===== src/rtl/s_routing_table_if.sv =====
// Packet bus between the input FIFO of a router terminal and its routing stage.
// The master drives the incoming packet. The slave returns the packet with its
// next-hop field rewritten.
interface s_routing_table_if #(
  parameter int pckg_sz = 40
);
  logic [pckg_sz-1:0] Data_out_i_in;
  logic [pckg_sz-1:0] Data_out_i;

  modport master (output Data_out_i_in, input  Data_out_i);
  modport slave  (input  Data_out_i_in, output Data_out_i);
endinterface


===== src/rtl/s_routing_table.sv =====
// Routing-decision stage for one input terminal of a mesh router.
// It reads the target row, target column and routing mode of the incoming packet.
// It then replaces the 8-bit next-hop field with the local output terminal:
// 0 = north, 1 = east, 2 = south, 3 = west. An unreachable or self-addressed
// packet gets 8'hFF instead. The result is registered, so latency is one cycle.
module s_routing_table #(
  parameter int id_r    = 0,
  parameter int id_c    = 0,
  parameter int pckg_sz = 40,
  parameter int columns = 4,
  parameter int rows    = 4
) (
  input  logic                clk,
  input  logic                rst,
  s_routing_table_if.slave    bus
);

  // Coordinates are 4-bit fields. The outer limits need a fifth bit, because
  // rows+1 or columns+1 can reach 16 in a full-size mesh.
  localparam logic [3:0] ID_R    = 4'(id_r);
  localparam logic [3:0] ID_C    = 4'(id_c);
  localparam logic [4:0] ROW_MAX = 5'(rows + 1);
  localparam logic [4:0] COL_MAX = 5'(columns + 1);

  logic [3:0]         w_tr;
  logic [3:0]         w_tc;
  logic               w_mode;
  logic [7:0]         w_nxt_jump;
  logic [7:0]         w_unused_jump;
  logic [pckg_sz-1:0] r_data;

  assign w_tr   = bus.Data_out_i_in[pckg_sz-9  -: 4];
  assign w_tc   = bus.Data_out_i_in[pckg_sz-13 -: 4];
  assign w_mode = bus.Data_out_i_in[pckg_sz-17];

  // The incoming next-hop value is overwritten and never read.
  assign w_unused_jump = bus.Data_out_i_in[pckg_sz-1 -: 8];

  // Next-hop decision: first validate the address, then route dimension-ordered.
  always_comb begin
    // NOTE: every output of a combinational block gets a default first, so no path can leave it unassigned and infer a latch.
    w_nxt_jump = 8'hFF;
    if (({1'b0, w_tr} > ROW_MAX) || ({1'b0, w_tc} > COL_MAX) ||
        ((w_tr == ID_R) && (w_tc == ID_C))) begin
      w_nxt_jump = 8'hFF;
    end else if (w_mode) begin
      // Row first: close the row distance, then the column distance.
      if (w_tr < ID_R)       w_nxt_jump = 8'h00;
      else if (w_tr > ID_R)  w_nxt_jump = 8'h02;
      else if (w_tc > ID_C)  w_nxt_jump = 8'h01;
      else                   w_nxt_jump = 8'h03;
    end else begin
      // Column first: close the column distance, then the row distance.
      if (w_tc > ID_C)       w_nxt_jump = 8'h01;
      else if (w_tc < ID_C)  w_nxt_jump = 8'h03;
      else if (w_tr < ID_R)  w_nxt_jump = 8'h00;
      else                   w_nxt_jump = 8'h02;
    end
  end

  // Output register: a synchronous clear discards the word sampled during reset.
  always_ff @(posedge clk) begin
    // NOTE: sequential state uses non-blocking assignments so every register samples pre-edge values.
    if (rst) r_data <= '0;
    else     r_data <= {w_nxt_jump, bus.Data_out_i_in[pckg_sz-9:0]};
  end

  assign bus.Data_out_i = r_data;

endmodule


===== src/flat_wrapper.sv =====
// flat-port wrapper written by rule: the top's interface ports become plain ports
module s_routing_table_flat 
#(
  parameter int id_r    = 0,
  parameter int id_c    = 0,
  parameter int pckg_sz = 40,
  parameter int columns = 4,
  parameter int rows    = 4
)
  (clk, rst, bus_Data_out_i_in, bus_Data_out_i);
  s_routing_table_if #(.pckg_sz(pckg_sz)) bus_i ();
  input  logic clk;
  input  logic rst;
  input wire logic [$bits(bus_i.Data_out_i_in)-1:0] bus_Data_out_i_in;
  output wire logic [$bits(bus_i.Data_out_i)-1:0] bus_Data_out_i;
  assign bus_i.Data_out_i_in = bus_Data_out_i_in;
  assign bus_Data_out_i = bus_i.Data_out_i;
  s_routing_table #(.id_r(id_r), .id_c(id_c), .pckg_sz(pckg_sz), .columns(columns), .rows(rows)) u_core (.clk(clk), .rst(rst), .bus(bus_i));
endmodule

===== config.mk =====
export PLATFORM = sky130hd
export DESIGN_NAME = s_routing_table_flat
export DESIGN_NICKNAME = d
export VERILOG_FILES = /design/src/rtl/s_routing_table_if.sv /design/src/rtl/s_routing_table.sv /design/src/flat_wrapper.sv
export SDC_FILE = /design/constraint.sdc
export NUM_CORES = 1
export LEC_CHECK = 0
export CORE_UTILIZATION = 30
export CTS_BUF_LIST = sky130_fd_sc_hd__clkbuf_4
export CTS_CLUSTER_DIAMETER = 30
export DETAILED_ROUTE_END_ITERATION = 10
export PLACE_DENSITY_LB_ADDON = 0.25
export SYNTH_ARGS = -nofsm -noshare
export SYNTH_HDL_FRONTEND = slang
export SYNTH_SLANG_ARGS = --single-unit

===== constraint.sdc =====
create_clock -name clk -period 1.09 [get_ports clk]
set_input_delay 0.218 -clock clk [delete_from_list [all_inputs] [get_ports clk]]
set_output_delay 0.218 -clock clk [all_outputs]
set_load 0.005 [all_outputs]

Word-level counts from Yosys, hierarchy flattened --
Cells that the tools add are included.
Storage, ports and cells: register bits after elaboration 40, bits in latches 0, memory bits (writable) 0, bits in read-only memories 0, bits of input ports 42, output and inout bits 40, word-level logic and storage cells 20, memories 0
Operators by class: add/subtract/negate cells 0, multiply operators 0, divide/modulo/power cells 0, magnitude comparators 6, equal/unequal tests 0, shift-type cells 0, multiplexer cells 8, bitwise operators 0, reduce and logical (&&, ||, !) cells 5
Operators with widths (count):
- 2-to-1 mux 8 bit | 6
- > comparator 4 x 1 -> 1 bit (second input constant) | 2
- > comparator 4 x 3 -> 1 bit (second input constant) | 2
- logical NOT 4 bit | 2
- less-than comparator 4 x 1 -> 1 bit (second input constant) | 2
- 2-to-1 mux 2 bit | 2
- logical OR 1 bit | 2
- logical AND 1 bit | 1

Logic depth before layout (Yosys ltp) --
depth after elaboration 6, mapped depth 3

Least setup slack after synthesis --
No wires, ideal clock.
kind in2reg, start input bus_Data_out_i_in[29], end register u_core.r_data[33] (netlist: u_core.bus.Data_out_i[33]), library setup time 0.134 ns, arrival time 0.952 ns, required time 0.956 ns, path slack 0.005 ns, stages 3, path buffers 0, cells stage by stage or4_4 -> a21oi_1 -> a21oi_1
On the way: cells in the longest elaborated chain, start to end 6, elaborated cells between the ends (all ways) 14, classes of those cells 3 x order compare; 7 x mux; 4 x reduce/logical
Ends and longest elaborated chain:
- from (decl) | line flat_wrapper.sv:14 | input wire logic [$bits(bus_i.Data_out_i_in)-1:0] bus_Data_out_i_in;
- less-than comparator 4 x 1 -> 1 bit | line s_routing_table.sv:48, s_routing_table.sv:56
- 2-to-1 mux 2 bit | line s_routing_table.sv:56 | else if (w_tr < ID_R) w_nxt_jump = 8'h00;
- 2-to-1 mux 8 bit | line s_routing_table.sv:55 | else if (w_tc < ID_C) w_nxt_jump = 8'h03;
- 2-to-1 mux 8 bit | line s_routing_table.sv:54 | if (w_tc > ID_C) w_nxt_jump = 8'h01;
- 2-to-1 mux 8 bit | line s_routing_table.sv:46 | end else if (w_mode) begin
- 2-to-1 mux 8 bit (*) | line s_routing_table.sv:43 | if (({1'b0, w_tr} > ROW_MAX) || ({1'b0, w_tc} > COL_MAX) ||
- to (signal assigned) | line s_routing_table.sv:65 | else r_data <= {w_nxt_jump, bus.Data_out_i_in[pckg_sz-9:0]};
- to (decl) | line s_routing_table.sv:30 | logic [pckg_sz-1:0] r_data;
Mark *: on every way between the ends. The rest lies on a longest branch, timed or not. A chain may end at the register's enable or synchronous reset.

==> implementation parameters <==
Parameter                              Value

Logic synthesis
  Netlist area before placement ... 0.00104 mm²
  Syn Nets ... 127
  Number of flip-flops and latches in the synthesized netlist ... 35
  Part of the Yosys area used for sequential elements ... 67.3%
  Warnings, synthesis ... 0
  Most area-hungry cell type in the Yosys netlist ... dfxtp_1
  Ranking of synthesized cells by area ... dfxtp_1, nor2b_1, buf_4, nor4_4, a21oi_1
  Post-synthesis cell count ... 85
  Syn Area/Cell ... 12.2 µm²
  Area fraction of the dominant cell type after synthesis ... 67.3%
  Unique masters post-synth ... 11

CTS
  H-tree depth ... 2
  Clk pin slew, worst setup/hold paths ... 0.09 ns
  Total number of clock tree sinks ... 35
  Clock root buffer master ... clkbuf_4
  Number of buffers created by CTS ... 5
  CTS tree ... yes
  Worst-case clock buffer depth ... 2
  Total of hold buffers inserted after clock tree synthesis ... 0

Detailed routing
  Routed wirelength normalized by instance count ... 11.1 µm
  Vias per cell ... 3.98
  DRT Wirelength ... 2340 µm
  Violation count after the first detailed-route iteration ... 17
  Vias post-DR ... 835
  DRT Pass-1 Iters ... 4
  DRC violation count after routing ... 0
  Antenna violation net count after detailed routing ... 0

Timing
  Setup violators final ... 4
  Min cycle time layout ... 1.13 ns
  Setup repair after global routing missed its margin ... true
  Final sum of negative setup slack ... -0.149 ns
  Number of max-slew violations in the final report ... 0
  Worst Hold Slack ... 0.235 ns
  Total count of hold-check failures in the final report ... 0
  Transition at the pin with the smallest max-transition slack ... 0.337 ns
  Share of the cycle needed by the critical path after routing ... 104%
  Slew HR ... 77.4%
  Setup WS post-layout ... -0.0384 ns
  Peak clock frequency supported by timing ... 886 MHz

Status
  Violations in the final reports ... negative setup slack
  Result of the run ... complete, but fails checks

Pwr
  Leakage dissipation ... 0.800 nW
  Largest vdd supply drop ... 0.717 mV
  Power per cell area ... 1370 mW/mm²

Floorplanning
  I/O pins ... 82
  Core footprint ... 0.00334 mm²
  DIE HEIGHT ... 60.9 µm
  Width of the die ... 60.9 µm
  Initial Util ... 31.2%
  Die footprint ... 0.00371 mm²
  FP Rows ... 21

Global routing
  Met1 layer usage reported by global route ... 11.6%
  GR Overflow Total ... 0
  Met3 global-route usage ... 7.89%
  Via count of the first global-routing pass ... 806
  Pin count of the biggest net entering global routing ... 19
  Total routing resource utilization after global routing ... 13.8%
  Met2 layer usage reported by global route ... 24.8%
  Wire length of the first global-routing pass ... 3480 µm
  Busiest grt layer ... met2
  Initial antenna violation count ... 0

Layout
  Antenna fix cells ... 0
  Max reg flops ... 35
  Layout area overhead ... 66.7%
  Filler Cell Count ... 322
  Share of cells above drive strength 1 ... 42.7%
  Design Area, Final ... 0.00174 mm²
  Number of nets in the finished design ... 205

Setup path
  Arrival time at the worst endpoint ... 0.91 ns
  Kind of launch point of the worst setup path ... flip-flop
  Nature of the critical path endpoint ... primary output
  Worst Path Class, Setup ... reg -> out
  Critical-path maximum fanout ... 4
  Critical path endpoint ... bus_Data_out_i[36]
  Critical path startpoint ... u_core.bus.Data_out_i[38]
  CP required ... 0.87 ns

Worst hold path
  Instance count along the most critical hold path ... 2
  Worst hold-check path type ... in -> reg

Placement
  Post-Place Setup Slack ... -0.457 ns
  Number of buffers inserted by port buffering ... 73
  Post-detailed-placement half-perimeter wirelength ... 1850 µm
  Post-placement cell area ... 0.00181 mm²
  Routability cong. ... 0.758

Run
  Max cap viols ... 0
-- layer usage --
metal	share of wire [%]	wire length, µm
met5	0	0
met2	56	1310
met3	7.6	177
met4	2.0	47
met1	34	803
-- metrics by stage --
step / util, % / power (mW) / cells
CTS: 55.7 / 2.45 / 210
finish: 52.0 / 2.38 / 210
floorplan: - / 1.50 / 85
detailed placement: 54.3 / 1.79 / 200
global route: 52.0 / 2.52 / 210
global placement: 54.3 / 1.78 / 200
-- cell usage in the layout (no fill, tap or decap), drive strengths merged --
cell type and n:
dfxtp 35, nor2b 32, clkbuf 29, clkdlybuf4s50 27
buf 24, a21oi 5, dlygate4sd2 4, dlymetal6s2s 2
a211o 1, or4 1, nor4 1, nand2b 1
o21a 1, clkinv 1
-- logic make-up (layout without fill, tap and decap cells) --
| group | Yosys count | count (layout) | synth area share (%) |
|---|---|---|---|
| AOI/OAI and AO/OA | 7 | 7 | 4.33 |
| DFF | 35 | 35 | 67.3 |
| and+or+nand+nor | 35 | 35 | 23.7 |
| buffers and inverters | 8 | 87 | 4.69 |
-- synthesized netlist by cell type --
master	count
dfxtp_1	35
nor2b_1	32
buf_4	5
a21oi_1	4
clkbuf_1	3
a211o_1	1
a21oi_2	1
nand2b_4	1
nor4_4	1
o21a_1	1
or4_4	1
-- cell type report --
class	instances	area [µm²]	share of cell area, %
sequential	35	717	41.3
timing repair buffer	79	608	35.0
multi-input combinational	42	295	17.0
clock inverter	1	5.00	0.288
clock buffer	7	52.6	3.03
tap	46	57.6	3.32
-- power by group --
group | internal [mW] | total, mW | switching, mW | leakage, nW
clock network | 0.301 | 0.680 | 0.380 | 0.0361
registers | 1.35 | 1.37 | 0.0195 | 0.295
logic | 0.218 | 0.328 | 0.110 | 0.469
-- how the worst min path moves through the flow --
| stage | start | to | slack (ns) |
|---|---|---|---|
| 6_report | bus_Data_out_i_in[27] | u_core.bus.Data_out_i[27] | 0.23 |
| 5_1_grt | bus_Data_out_i_in[27] | u_core.bus.Data_out_i[27] | 0.21 |
| 4_1_cts | bus_Data_out_i_in[28] | u_core.bus.Data_out_i[28] | 0.26 |
| 3_5_place_dp | bus_Data_out_i_in[15] | u_core.bus.Data_out_i[15] | 0.78 |
| 3_3_place_gp | bus_Data_out_i_in[11] | u_core.bus.Data_out_i[11] | 0.78 |
| 2_1_floorplan | rst | u_core.bus.Data_out_i[19] | 0.29 |
-- repair_timing --
action	4_1_cts	5_1_grt
setup endpoints to repair	43	33
pin swaps	2	1
buffers inserted	2	0
gates resized for setup	129	34
gates cloned	0	0
-- worst max-delay path, cell delays in order, from the launching register on --
cell and delay (ns):
dfxtp_4 0.37, buf_6 0.12, buf_6 0.10
Power figures use the tool's default switching activity.
